$ cat config.mk
export PLATFORM = sky130hd
export DESIGN_NAME = fetch_ctrl_flat
export DESIGN_NICKNAME = d
export VERILOG_FILES = /design/src/rtl/fetch_ctrl_pkg.sv /design/src/rtl/fetch_ctrl_if.sv /design/src/rtl/fetch_ctrl_sat_wrap_counter.sv /design/src/rtl/fetch_ctrl.sv /design/src/flat_wrapper.sv
export SDC_FILE = /design/constraint.sdc
export NUM_CORES = 1
export LEC_CHECK = 0
export CAP_MARGIN = 40
export CORE_AREA = 2 2 141 116
export CTS_CLUSTER_SIZE = 30
export DETAILED_ROUTE_END_ITERATION = 8
export DIE_AREA = 0 0 143 118
export HOLD_SLACK_MARGIN = 0.06
export PLACE_DENSITY = 0.71
export SLEW_MARGIN = 20
export SYNTH_ARGS = -nofsm -noshare
export SYNTH_HDL_FRONTEND = slang
export SYNTH_SLANG_ARGS = --single-unit
$ cat constraint.sdc
create_clock -name clk -period 2.65 [get_ports clk]
set_input_delay 0.53 -clock clk [delete_from_list [all_inputs] [get_ports clk]]
set_output_delay 0.53 -clock clk [all_outputs]
set_load 0.1 [all_outputs]
$ cat src/rtl/fetch_ctrl_pkg.sv
// Shared fetch-path definitions: the pc_sel encoding, the fetch FSM states, the reset PC
// and the control-flow opcodes that produce redirects.
package fetch_ctrl_pkg;

    localparam logic [31:0] RESET_PC_DEF = 32'h4000_0000;

    localparam logic [6:0] OPC_JAL    = 7'b1101111;
    localparam logic [6:0] OPC_JALR   = 7'b1100111;
    localparam logic [6:0] OPC_BRANCH = 7'b1100011;

    typedef enum logic [1:0] {
        SEL_SEQ = 2'b00,
        SEL_JAL = 2'b01,
        SEL_BR  = 2'b10,
        SEL_ILL = 2'b11
    } pc_sel_e;

    typedef enum logic [1:0] {
        ST_BOOT  = 2'b00,
        ST_RUN   = 2'b01,
        ST_WAIT  = 2'b10,
        ST_REDIR = 2'b11
    } fetch_state_e;

endpackage

$ cat src/rtl/fetch_ctrl_if.sv
// Instruction-memory request/ready handshake between the fetch unit (master) and memory (slave).
interface fetch_ctrl_if;
    logic        imem_req;
    logic [31:0] imem_addr;
    logic        imem_ready;

    modport master (output imem_req, output imem_addr, input imem_ready);
    modport slave  (input imem_req, input imem_addr, output imem_ready);
endinterface

$ cat src/rtl/fetch_ctrl_sat_wrap_counter.sv
// Event counter that wraps modulo 2^WIDTH.
module sat_wrap_counter #(
    parameter int WIDTH = 16
) (
    input  logic             clk,
    input  logic             rst_n,
    input  logic             inc_i,
    output logic [WIDTH-1:0] count_o
);
    logic [WIDTH-1:0] count_q, count_d;

    assign count_d = inc_i ? count_q + WIDTH'(1) : count_q;
    assign count_o = count_q;

    always_ff @(posedge clk or negedge rst_n) begin
        if (!rst_n) count_q <= '0;
        else        count_q <= count_d;
    end
endmodule

$ cat src/rtl/fetch_ctrl.sv
// Fetch-stage PC controller: sequential fetch, memory wait states, stall hold and
// redirects with decode flush, including redirects that arrive while a fetch is outstanding.
module fetch_ctrl
    import fetch_ctrl_pkg::*;
#(
    parameter logic [31:0] RESET_PC = RESET_PC_DEF,
    parameter int          CNT_W    = 16
) (
    input  logic               clk,
    input  logic               rst_n,
    fetch_ctrl_if.master       imem,
    input  logic [1:0]         pc_sel_i,
    input  logic               ex_valid_i,
    input  logic [31:0]        jal_target_i,
    input  logic [31:0]        br_target_i,
    input  logic               stall_i,
    output logic [31:0]        fd_pc_o,
    output logic               fd_valid_o,
    output logic               flush_d_o,
    output logic [CNT_W-1:0]   redirect_cnt_o,
    output logic               sel_err_o
);
    fetch_state_e state_q, state_d;
    logic [31:0]  pc_q, pc_d, pend_pc_q, pend_pc_d, fd_pc_q, fd_pc_d;
    logic         pend_q, pend_d, fd_valid_q, fd_valid_d;
    logic         req_q, req_d, sel_err_q, sel_err_d;
    pc_sel_e      sel;
    logic         redirect, xfer;
    logic [31:0]  target;

    assign sel      = pc_sel_e'(pc_sel_i);
    assign redirect = ex_valid_i && (sel == SEL_JAL || sel == SEL_BR);
    assign target   = (sel == SEL_JAL) ? jal_target_i : br_target_i;
    assign xfer     = req_q && imem.imem_ready;

    always_comb begin
        state_d    = state_q;
        pc_d       = pc_q;
        pend_pc_d  = pend_pc_q;
        pend_d     = pend_q;
        fd_pc_d    = fd_pc_q;
        fd_valid_d = fd_valid_q;
        sel_err_d  = sel_err_q | (ex_valid_i && sel == SEL_ILL);
        case (state_q)
            ST_BOOT, ST_REDIR: begin
                fd_valid_d = 1'b0;
                if (redirect) begin
                    pc_d    = target;
                    state_d = ST_REDIR;
                end else begin
                    state_d = ST_RUN;
                end
            end
            ST_RUN: begin
                if (redirect) begin
                    pc_d       = target;
                    fd_valid_d = 1'b0;
                    state_d    = ST_REDIR;
                end else if (!stall_i) begin
                    if (xfer) begin
                        fd_pc_d    = pc_q;
                        fd_valid_d = 1'b1;
                        pc_d       = pc_q + 32'd4;
                    end else begin
                        fd_valid_d = 1'b0;
                        state_d    = ST_WAIT;
                    end
                end
            end
            ST_WAIT: begin
                // The outstanding fetch must finish before the redirect target can be issued.
                if (redirect) begin
                    pend_pc_d = target;
                    pend_d    = 1'b1;
                end
                if (xfer) begin
                    if (pend_d) begin
                        pc_d    = pend_pc_d;
                        pend_d  = 1'b0;
                        state_d = ST_REDIR;
                    end else if (!stall_i) begin
                        fd_pc_d    = pc_q;
                        fd_valid_d = 1'b1;
                        pc_d       = pc_q + 32'd4;
                        state_d    = ST_RUN;
                    end
                end
            end
            default: state_d = ST_BOOT;
        endcase
        req_d = (state_d == ST_RUN) || (state_d == ST_WAIT);
    end

    always_ff @(posedge clk or negedge rst_n) begin
        if (!rst_n) begin
            state_q    <= ST_BOOT;
            pc_q       <= RESET_PC;
            pend_pc_q  <= RESET_PC;
            pend_q     <= 1'b0;
            fd_pc_q    <= RESET_PC;
            fd_valid_q <= 1'b0;
            req_q      <= 1'b0;
            sel_err_q  <= 1'b0;
        end else begin
            state_q    <= state_d;
            pc_q       <= pc_d;
            pend_pc_q  <= pend_pc_d;
            pend_q     <= pend_d;
            fd_pc_q    <= fd_pc_d;
            fd_valid_q <= fd_valid_d;
            req_q      <= req_d;
            sel_err_q  <= sel_err_d;
        end
    end

    sat_wrap_counter #(.WIDTH(CNT_W)) u_redirect_cnt (
        .clk     (clk),
        .rst_n   (rst_n),
        .inc_i   (redirect),
        .count_o (redirect_cnt_o)
    );

    assign imem.imem_req  = req_q;
    assign imem.imem_addr = pc_q;
    assign fd_pc_o        = fd_pc_q;
    assign fd_valid_o     = fd_valid_q;
    assign sel_err_o      = sel_err_q;
    // Flush is the only combinational output; it must read 0 while reset is held.
    assign flush_d_o      = redirect && rst_n;
endmodule

$ cat src/flat_wrapper.sv
// flat-port wrapper written by rule: the top's interface ports become plain ports
module fetch_ctrl_flat import fetch_ctrl_pkg::*;
#(
    parameter logic [31:0] RESET_PC = RESET_PC_DEF,
    parameter int          CNT_W    = 16
)
  (clk, rst_n, pc_sel_i, ex_valid_i, jal_target_i, br_target_i, stall_i, fd_pc_o, fd_valid_o, flush_d_o, redirect_cnt_o, sel_err_o, imem_imem_req, imem_imem_addr, imem_imem_ready);
  fetch_ctrl_if imem_i ();
  input  logic clk;
  input  logic rst_n;
  input  logic [1:0] pc_sel_i;
  input  logic ex_valid_i;
  input  logic [31:0] jal_target_i;
  input  logic [31:0] br_target_i;
  input  logic stall_i;
  output logic [31:0] fd_pc_o;
  output logic fd_valid_o;
  output logic flush_d_o;
  output logic [CNT_W-1:0] redirect_cnt_o;
  output logic sel_err_o;
  output wire logic [$bits(imem_i.imem_req)-1:0] imem_imem_req;
  output wire logic [$bits(imem_i.imem_addr)-1:0] imem_imem_addr;
  input wire logic [$bits(imem_i.imem_ready)-1:0] imem_imem_ready;
  assign imem_imem_req = imem_i.imem_req;
  assign imem_imem_addr = imem_i.imem_addr;
  assign imem_i.imem_ready = imem_imem_ready;
  fetch_ctrl #(.RESET_PC(RESET_PC), .CNT_W(CNT_W)) u_core (.clk(clk), .rst_n(rst_n), .imem(imem_i), .pc_sel_i(pc_sel_i), .ex_valid_i(ex_valid_i), .jal_target_i(jal_target_i), .br_target_i(br_target_i), .stall_i(stall_i), .fd_pc_o(fd_pc_o), .fd_valid_o(fd_valid_o), .flush_d_o(flush_d_o), .redirect_cnt_o(redirect_cnt_o), .sel_err_o(sel_err_o));
endmodule
==> out/results.md, run 1 <==
Detailed routing
- **final wirelength** 21.0 mm
- **count of vias placed by the detailed router** 6616
- **DRC** 0
- **via density per instance** 5.66
- **Post-DRT Antenna Nets** 0
- **per-cell routed wire length** 17.9 microns
- **drt pass-1 iters** 6
- **First DRT Iteration DRCs** 656

STA
- **number of hold-slack violations in the final timing report** 0
- **number of pins exceeding their max-slew limit in the final report** 0
- **PnR worst setup slack** 0.123 ns
- **transition time at the pin with the least slew margin** 0.683 ns
- **final critical path time including I/O delays and setup** 2.53 ns
- **Fmax** 396 MHz
- **final clock period utilization by the worst path** 95.4%
- **setup skew after layout** 0.00701 ns
- **setup repair after global routing missed its margin** false
- **setup violators final** 0
- **Max transition margin** 54.5%

Critical path
- **kind of critical path** input pin to output port
- **category of the worst setup path capture point** output port
- **cell mode on critical path** sky130_fd_sc_hd__buf_12
- **Crit path arrival time** 2.00 ns
- **Critical Path Slowest Stage Cell** sky130_fd_sc_hd__clkdlybuf4s50_1
- **Worst Path Buf+Inv** 4
- **CP cell instances** clkdlybuf4s50_1, inv_1, ha_2, nor2b_2, buf_12, and2_4, buf_12
- **delay of the slowest cell on the worst path** 0.48 ns
- **Required @ worst endpoint** 2.12 ns
- **largest delay contributor family on the critical path** buffers and inverters
- **nature of the critical path startpoint** input pin
- **top fanout value on the critical path** 19

Layout
- **Diodes inserted** 0
- **final net count** 1017
- **Filler Cells Inserted** 1339
- **Synth-to-Final Area Change** 39.5%
- **commonest cells after routing, fill and taps aside** sky130_fd_sc_hd__buf_4 (161), sky130_fd_sc_hd__dfrtp_1 (112), sky130_fd_sc_hd__nand2_1 (106)
- **most frequent standard cell in the layout excluding fill and tap cells** sky130_fd_sc_hd__buf_4
- **total area of multi-input combinational cells** 3590 sq um
- **flip-flop and latch area** 2960 sq um
- **ratio of cells with drive above 1 in the final layout** 27.1%

Run status
- **status** completed

Clocking
- **post-CTS setup-driven buffer insertion count** 0
- **Bufs on Longest Clock Path** 2
- **post_cts resized** 0
- **number of hold buffers added after cts** 0
- **number of clock sinks seen by CTS** 118
- **maximum level of the CTS H-tree** 4
- **insertion delay of the later-clocked pin in the worst-skew pair** 0.42 ns
- **Worst-path clk slew** 0.05 ns
- **Root Buffer** sky130_fd_sc_hd__clkbuf_16
- **number of clock buffers inserted by TritonCTS** 17
- **clock tree from TritonCTS** built

Yosys
- **Syn Inst Count** 735
- **Cell Area, Synth** 6810 sq um
- **Seq/Total Area, Yosys** 43.4%
- **asr flop ratio synth** 100%
- **post-synthesis net count** 812
- **syn avg cell area** 9.26 sq um
- **synthesis-stage register bit count** 118
- **count of different cell masters after synthesis** 64
- **Yosys warning count** 0
- **Most used DFF post-synth** sky130_fd_sc_hd__dfrtp_1
- **number of enable flip-flop cells after synthesis** 0

Placed design
- **weighted congestion at the end of routability-driven global placement** 0.913
- **pre-CTS setup slack** -0.251 ns
- **detailed placer's ending HPWL** 14.8 mm
- **number of buffers added on ports** 154

Die
- **Horiz. Die Dim** 143 microns
- **area enclosed by the die boundary** 16900 sq um
- **Placement Rows** 41
- **Die H** 118 microns
- **count of pins on the block boundary** 155
- **Initial Util** 44.1%
- **placeable core region** 15400 sq um

GRT
- **maximum number of pins on one net before global-route repair** 119
- **total global routing overflow** 0
- **number of global-route vias before repair** 6380
- **initial antenna violation count** 0
- **global-route total usage across every layer** 25.4%
- **wire length of the first global-routing pass** 33.7 mm

Hold path
- **class of the most critical hold timing path** input pin to asynchronous set/reset pin

Job
- **# Max-Cap Violations** 0

[routing by layer]
metal	global-route usage [%]	wire, microns	share of wire, %
met2	38.2	9190	44
met1	36.4	9590	46
met5	0	0	0
met4	7.67	306	1.5
met3	5.61	1880	8.9
[state kept, by name, summed over array words and instances, names as in the netlist]
register and count:
u_core.pend_pc_q 32, u_core.fd_valid_o 1, u_core.imem.imem_req 1, u_core.fd_pc_o 32, u_core.imem.imem_addr 32, u_core.sel_err_o 1
u_core.state_q 2, u_core.u_redirect_cnt.count_o 16, u_core.pend_q 1
[cells in the mapped netlist, types with 16 or more instances]
| cell type | number | share of area, % |
|---|---|---|
| sky130_fd_sc_hd__nand2_1 | 106 | 5.8 |
| sky130_fd_sc_hd__xnor2_1 | 22 | 2.8 |
| sky130_fd_sc_hd__a21oi_1 | 40 | 2.9 |
| sky130_fd_sc_hd__nand3_1 | 23 | 1.7 |
| sky130_fd_sc_hd__dfrtp_1 | 115 | 42 |
| sky130_fd_sc_hd__mux2_2 | 43 | 7.1 |
| sky130_fd_sc_hd__mux2i_1 | 28 | 4.1 |
| sky130_fd_sc_hd__buf_2 | 16 | 1.2 |
| sky130_fd_sc_hd__o21ai_0 | 64 | 4.7 |
| sky130_fd_sc_hd__nor2_1 | 42 | 2.3 |
| sky130_fd_sc_hd__clkbuf_1 | 28 | 1.5 |
[area by class of cell]
cell class              instances  area share (%)
clock buffers                  23            4.93
clock inverters                 9            1.08
inverters                      11           0.435
multi-input cells             554            37.9
flip-flops and latches        118            31.2
well taps                     215            2.83
repair buffers                238            21.7
[cells by family after synthesis]
kind of cell | share of synthesized area [%]
xor+xnor | 4.25
buf+inv | 3.90
fa+ha+maj | 1.10
simple gates | 16.7
compound gates | 19.0
mux | 11.6
flops | 43.4
[final timing paths]
kind	slack, ns	cells after the start	start	to
worst min register to register	0.47	1	u_core.sel_err_o	u_core.sel_err_o
max in group asynchronous	1.89	2	rst_n	u_core.imem.imem_addr[2]
min in group clk	0.47	1	u_core.sel_err_o	u_core.sel_err_o
worst max register to register	0.24	8	u_core.imem.imem_addr[2]	u_core.imem.imem_addr[26]
worst max-delay path	0.12	7	pc_sel_i[1]	flush_d_o
worst min-delay path	0.18	2	rst_n	u_core.fd_pc_o[22]
[through the flow]
step           util (%)  std cells  hold slack [ns]  cell area (sq um)  TNS, ns
3_3_place_gp       57.8       1136            0.450               8920    -6.04
2_1_floorplan         -        735            0.234               6810        0
3_5_place_dp       57.8       1136            0.452               8920    -8.05
4_1_cts            61.5       1168            0.253               9500        0
6_report           61.5       1168            0.185               9500        0
5_1_grt            61.5       1168            0.274               9500        0
Power of run 1 is left out: the tool's default activity adds up to more than one toggle a clock period on the data nets, which glitch-free logic cannot reach.
==> run 2, diff against run 1 <==
- CAP_MARGIN: 40 -> not set
- CORE_AREA: 2 2 141 116 -> 2 2 140 114
- DIE_AREA: 0 0 143 118 -> 0 0 142 116
- PLACE_DENSITY: 0.71 -> 0.72
==> run 2 against run 1 <==
Largest cell class unchanged. Cell count decreased by 2.2%. Clock skew rose by 0.0018 ns. Fmax is 2.3% lower. Count of clock-buffer cells in the layout down 5. Register-to-register slack about the same. Critical endpoint unchanged. Sequential cell count is the same. Non-clock buffer count unchanged.
==> out/results.md, run 2 (synthesized netlist as in run 1, its figures left out) <==
Critical path
- **CP cell instances** clkdlybuf4s50_1, ha_2, buf_4, nor2b_2, buf_12, and2_4, buf_12
- **R2R Setup Slk** 0.23 ns, about the same
- **kind of critical path** input pin to output port
- **Required @ worst endpoint** 2.12 ns, about the same
- **Crit path arrival time** 2.06 ns, +0.06 ns
- **Worst Path Buf+Inv** 4, unchanged
- **number of cell instances on the worst register-to-register path** 8, unchanged
- **category of the worst setup path capture point** output port
- **Critical Path Slowest Stage Cell** sky130_fd_sc_hd__clkdlybuf4s50_1
- **top fanout value on the critical path** 3, -16
- **launch point of the worst reg-to-reg path** u_core.imem.imem_addr[2]
- **cell mode on critical path** sky130_fd_sc_hd__buf_12
- **delay of the slowest cell on the worst path** 0.52 ns, +0.04 ns
- **endpoint of the most critical setup path** flush_d_o
- **endpoint of the most critical register-to-register path** u_core.imem.imem_addr[20]
- **nature of the critical path startpoint** input pin
- **Worst Setup SP** pc_sel_i[0]
- **largest delay contributor family on the critical path** buffers and inverters
- **number of gates on the worst path with buffers counted** 7, unchanged

GRT
- **global-route total usage across every layer** 27.4%, +2.1 points
- **total global routing overflow** 0, unchanged
- **wire length of the first global-routing pass** 35.1 mm, +4.0%
- **number of global-route vias before repair** 6687, +4.8%
- **initial antenna violation count** 0, unchanged
- **maximum number of pins on one net before global-route repair** 119, unchanged

Run status
- **status** completed

Die
- **Die H** 116 microns, -1.7%
- **placeable core region** 15000 sq um, -3.1%
- **area enclosed by the die boundary** 16500 sq um, -2.4%
- **Initial Util** 45.5%, +1.4 points
- **count of pins on the block boundary** 155, unchanged
- **Placement Rows** 40, -2.4%
- **Horiz. Die Dim** 142 microns, -0.70%

Detailed routing
- **per-cell routed wire length** 19.4 microns, +8.0%
- **final wirelength** 22.1 mm, +5.6%
- **DRC** 0, unchanged
- **via density per instance** 5.91, +4.3%
- **First DRT Iteration DRCs** 581, -11%
- **drt pass-1 iters** 6, unchanged
- **Post-DRT Antenna Nets** 0, unchanged
- **count of vias placed by the detailed router** 6748, +2.0%

Job
- **# Max-Cap Violations** 0, unchanged

Layout
- **commonest cells after routing, fill and taps aside** sky130_fd_sc_hd__buf_4 (161), sky130_fd_sc_hd__dfrtp_1 (112), sky130_fd_sc_hd__nand2_1 (105)
- **final net count** 1017, unchanged
- **Layout Utilization** 63.4%, +1.9 points
- **Synth-to-Final Area Change** 39.3%, about the same
- **most frequent standard cell in the layout excluding fill and tap cells** sky130_fd_sc_hd__buf_4
- **ratio of cells with drive above 1 in the final layout** 27.7%, +0.63 points
- **final instance area** 9490 sq um, about the same
- **Diodes inserted** 0, unchanged

Clocking
- **Bufs on Longest Clock Path** 2, unchanged
- **Worst-path clk slew** 0.06 ns, about the same
- **clock tree from TritonCTS** built
- **Root Buffer** sky130_fd_sc_hd__clkbuf_16
- **insertion delay of the later-clocked pin in the worst-skew pair** 0.42 ns, about the same
- **maximum level of the CTS H-tree** 4, unchanged
- **number of clock buffers inserted by TritonCTS** 17, unchanged
- **number of clock sinks seen by CTS** 118, unchanged

Placed design
- **weighted congestion at the end of routability-driven global placement** 0.914, +0.12%
- **detailed placer's ending HPWL** 15.7 mm, +5.9%
- **number of buffers added on ports** 154, unchanged
- **dpl cell area** 8870 sq um, -0.59%

Hold path
- **class of the most critical hold timing path** input pin to asynchronous set/reset pin

STA
- **setup skew after layout** 0.00877 ns, +0.00176 ns
- **setup repair after global routing missed its margin** false
- **Max transition margin** 51.0%, -3.4 points
- **number of hold-slack violations in the final timing report** 0, unchanged
- **final critical path time including I/O delays and setup** 2.59 ns, +0.0587 ns
- **final clock period utilization by the worst path** 97.6%, +2.2 points
- **number of pins exceeding their max-slew limit in the final report** 0, unchanged
- **Fmax** 387 MHz, -2.3%
- **transition time at the pin with the least slew margin** 0.735 ns, +0.0515 ns
- **setup violators final** 0, unchanged

## run 2: cell type report
cell class / instances / area, sq um
sequential: 118 / 2960
tap: 189 / 236
fill: 1273 / 5480
multi-input combinational: 554 / 3600
clock buffer: 18 / 439
clock inverter: 14 / 150
inverter: 11 / 41.3
timing repair buffer: 238 / 2060
## run 2: worst min path at each step
stage                               to  slack, ns  cells after the start
floorplan            u_core.fd_pc_o[0]       0.23                      0
global placement      u_core.sel_err_o       0.45                      1
detailed placement    u_core.sel_err_o       0.45                      1
CTS                 u_core.fd_pc_o[19]       0.26                      2
global route        u_core.fd_pc_o[24]       0.21                      2
finish              u_core.fd_pc_o[22]       0.14                      2
## run 2: repair_timing
item | 4_1_cts | 5_1_grt
buffers inserted | 3 | 0
setup endpoints to repair | 1 | 13
gates resized for setup | 0 | 1
hold endpoints to repair | 0 | 0
pin swaps | 0 | 0
hold buffers | 0 | 0
## run 2: through the flow
step                      setup WS, ns  hold WS, ns  instances  TNS, ns
final                           0.0639        0.144       1142        0
after global routing            0.0263        0.210       1142        0
after CTS                       0.0613        0.261       1142        0
after detailed placement        -0.309        0.449       1107   -15.79
after global placement          -0.226        0.446       1107   -10.83
after floorplan                 0.0484        0.234        735        0
## run 2: metal layers
metal  GRT usage [%]  vias up  part of all wire (%)
li1                -     3099                     -
met1            38.2     3258                    45
met2            43.0      356                    45
met3            5.91       35                   8.4
met4            8.93        0                   1.8
met5               0        -                     0
Power of run 2 is left out for the same reason.
==> edit (config.mk and constraints of run 1) <==
The 4 states of `fetch_state_e` get a Gray code encoding in 2 bits.
--- a/src/rtl/fetch_ctrl_pkg.sv
+++ b/src/rtl/fetch_ctrl_pkg.sv
@@ -18,8 +18,8 @@
     typedef enum logic [1:0] {
         ST_BOOT  = 2'b00,
         ST_RUN   = 2'b01,
-        ST_WAIT  = 2'b10,
-        ST_REDIR = 2'b11
+        ST_WAIT  = 2'b11,
+        ST_REDIR = 2'b10
     } fetch_state_e;
 
 endpackage
Formal check against the unedited RTL: no difference found for any inputs over 4 cycles, from zero or initial values and one cycle with rst_n low; so few cycles prove little.
==> edit against run 1 <==
Count of clock-buffer cells in the layout down 1. Via count decreased by 9.1%. Sequential cell count down 1. Register-to-register slack improved by 70 ps. Worst setup slack got worse by 32 ps. Global-route usage fell by 1.5 points. Area after synthesis shrank 5.4%. Cell area decreased by 4.7%. Clock skew rose by 1.5 ps. Routed wire length down 6.4%. Critical path type unchanged. Highest routed layer unchanged.
==> edit: results (changes against run 1) <==
stage,metric,value,unit,change
place,placed insts,1076,,"was 1,136"
sta,Slew Limit Fails,0,,unchanged
synthesis,synth unique cells,60,,was 64
final_layout,number of fill cells,1343,,"was 1,339"
synthesis,Synth top cells by count,"dfrtp_1 (114), nand2_1 (105), o21ai_0 (84)",,"was dfrtp_1 (115), nand2_1 (106), o21ai_0 (64)"
run_status,status,completed,,unchanged
grt,GR Util met3,5.13,%,was 5.61%
grt,largest net degree at the start of global routing,118,,was 119
grt,M2 GR Usage,34.7,%,was 38.2%
final_layout,share of cells above drive strength 1,25.8,%,was 27.1%
setup_path,crit path DAT,2030,ps,was 2000 ps
hold_path,Hold WC Path Type,in2async,,unchanged
drt,DR WL met2,8640,µm,was 9190 µm
place,"Cell Area, Placed",8440,µm²,was 8920 µm²
grt,vias in the first global route,5635,,"was 6,380"
place,I/O Buffers,154,,unchanged
synthesis,synthesized instance count,694,,was 735
power,Leakage,3.95,nW,
clock_network,setup repair bufs after CTS,0,,unchanged
clock_network,CTS Buf Count,17,,unchanged
grt,grt total ovfl,0,,unchanged
place,GPL Wtd Cong,0.906,,was 0.913
drt,Routed met1 length,9210,µm,was 9590 µm
clock_network,post_cts resized,0,,unchanged
drt,Via density,5.43,,was 5.66
place,Detail Placement HPWL,14000,µm,"was 14,800 µm"
grt,met1 usage,35.3,%,was 36.4%
drt,Via Count,6015,,"was 6,616"
sta,clk_skew,8.54,ps,was 7.01 ps
drt,drt initial violations,635,,was 656
drt,Highest Signal Layer,met4,,unchanged
final_layout,register area,2940,µm²,was 2960 µm²
grt,busiest grt layer,met1,,was met2
synthesis,sequential-to-total area share from yosys stat,45.5,%,was 43.4%
job,number of max-cap violations,0,,unchanged
drt,wire length per cell,17.7,µm,was 17.9 µm
synthesis,ys flop type,dfrtp_1,,unchanged
clock_network,clk root buf,clkbuf_16,,unchanged
clock_network,H-tree depth,4,,unchanged
grt,Total GRT Usage,23.9,%,was 25.4%
synthesis,synth top area cells,"dfrtp_1 (44%), o21ai_0 (6.5%), nand2_1 (6.1%)",,"was dfrtp_1 (42%), mux2_2 (7.1%), nand2_1 (5.8%)"
clock_network,later-pin clock latency in the skew report,430,ps,
place,pre-CTS setup slack,-117,ps,was -251 ps
grt,initial antenna violation count,0,,unchanged
drt,length of the first detailed-routing pass in iterations,5,,was 6
grt,first-pass GRT wire length,31000,µm,"was 33,700 µm"
final_layout,number of antenna diodes,0,,unchanged
synthesis,number of synthesis warnings,0,,unchanged
final_layout,Final #Nets,955,,"was 1,017"
clock_network,"CTS clk-pin slew, worst paths",50,ps,about the same
setup_path,CP max stage cell,clkdlybuf4s50_1,,unchanged
synthesis,syn_nets,769,,was 812
setup_path,Max stage delay on crit path,470,ps,
synthesis,Async SR Flop Fraction,100,%,unchanged
drt,met3 WL post-DR,1490,µm,was 1880 µm
power,Max VDD drop,1.09,mV,
clock_network,Clock Tree Buf Depth,2,,unchanged
setup_path,Crit Path Max Fanout,6,,was 19
sta,Least-Margin Pin Slew,690,ps,was 683 ps
[edit: power by group]
group	switching [mW]	internal (mW)	total, mW
Sequential	0.852	2.58	3.43
Clock	0.810	1.54	2.35
Combinational	5.52	1.95	7.46
[edit: worst max-delay path: cells and delay by family]
| kind | cells | cell delay, ps |
|---|---|---|
| buf+inv | 4 | 870 |
| simple gates | 2 | 340 |
| fa+ha+maj | 1 | 280 |
[edit: cell type report]
type,instances,area share [%]
multi-input cells,531,37.0
repair buffers,209,20.6
clock buffers,22,5.24
inverters,4,0.166
well taps,215,2.97
flip-flops and latches,117,32.5
clock inverters,10,1.41
[edit: worst paths after layout]
path                                                  startpoint                                     to  slack (ps)  cells after the start
setup / recovery                                     pc_sel_i[1]                              flush_d_o          90                      7
hold / removal                                             rst_n          u_core.fd_pc_o[4]$_DFFE_PN0P_         200                      2
setup reg to reg           u_core.imem.imem_addr[21]$_DFFE_PN0P_  u_core.imem.imem_addr[27]$_DFFE_PN0P_         310                      6
hold reg to reg                       u_core.sel_err_o$_DFF_PN0_             u_core.sel_err_o$_DFF_PN0_         460                      1
max in group asynchronous                                  rst_n   u_core.imem.imem_addr[3]$_DFFE_PN0P_        1850                      2
min in group clk                      u_core.sel_err_o$_DFF_PN0_             u_core.sel_err_o$_DFF_PN0_         460                      1
[edit: logic make-up (layout without fill, tap and decap cells)]
kind of cell               after synthesis  count (layout)  synth area share, %
AOI/OAI and AO/OA                      173             173                 16.2
adders and majority gates                4               4                0.777
xor gates and xnor gates                35              35                 4.76
muxes                                   66              66                 10.9
and+or+nand+nor                        253             253                 19.0
buffers and inverters                   46             245                 2.80
DFF                                    117             117                 45.5
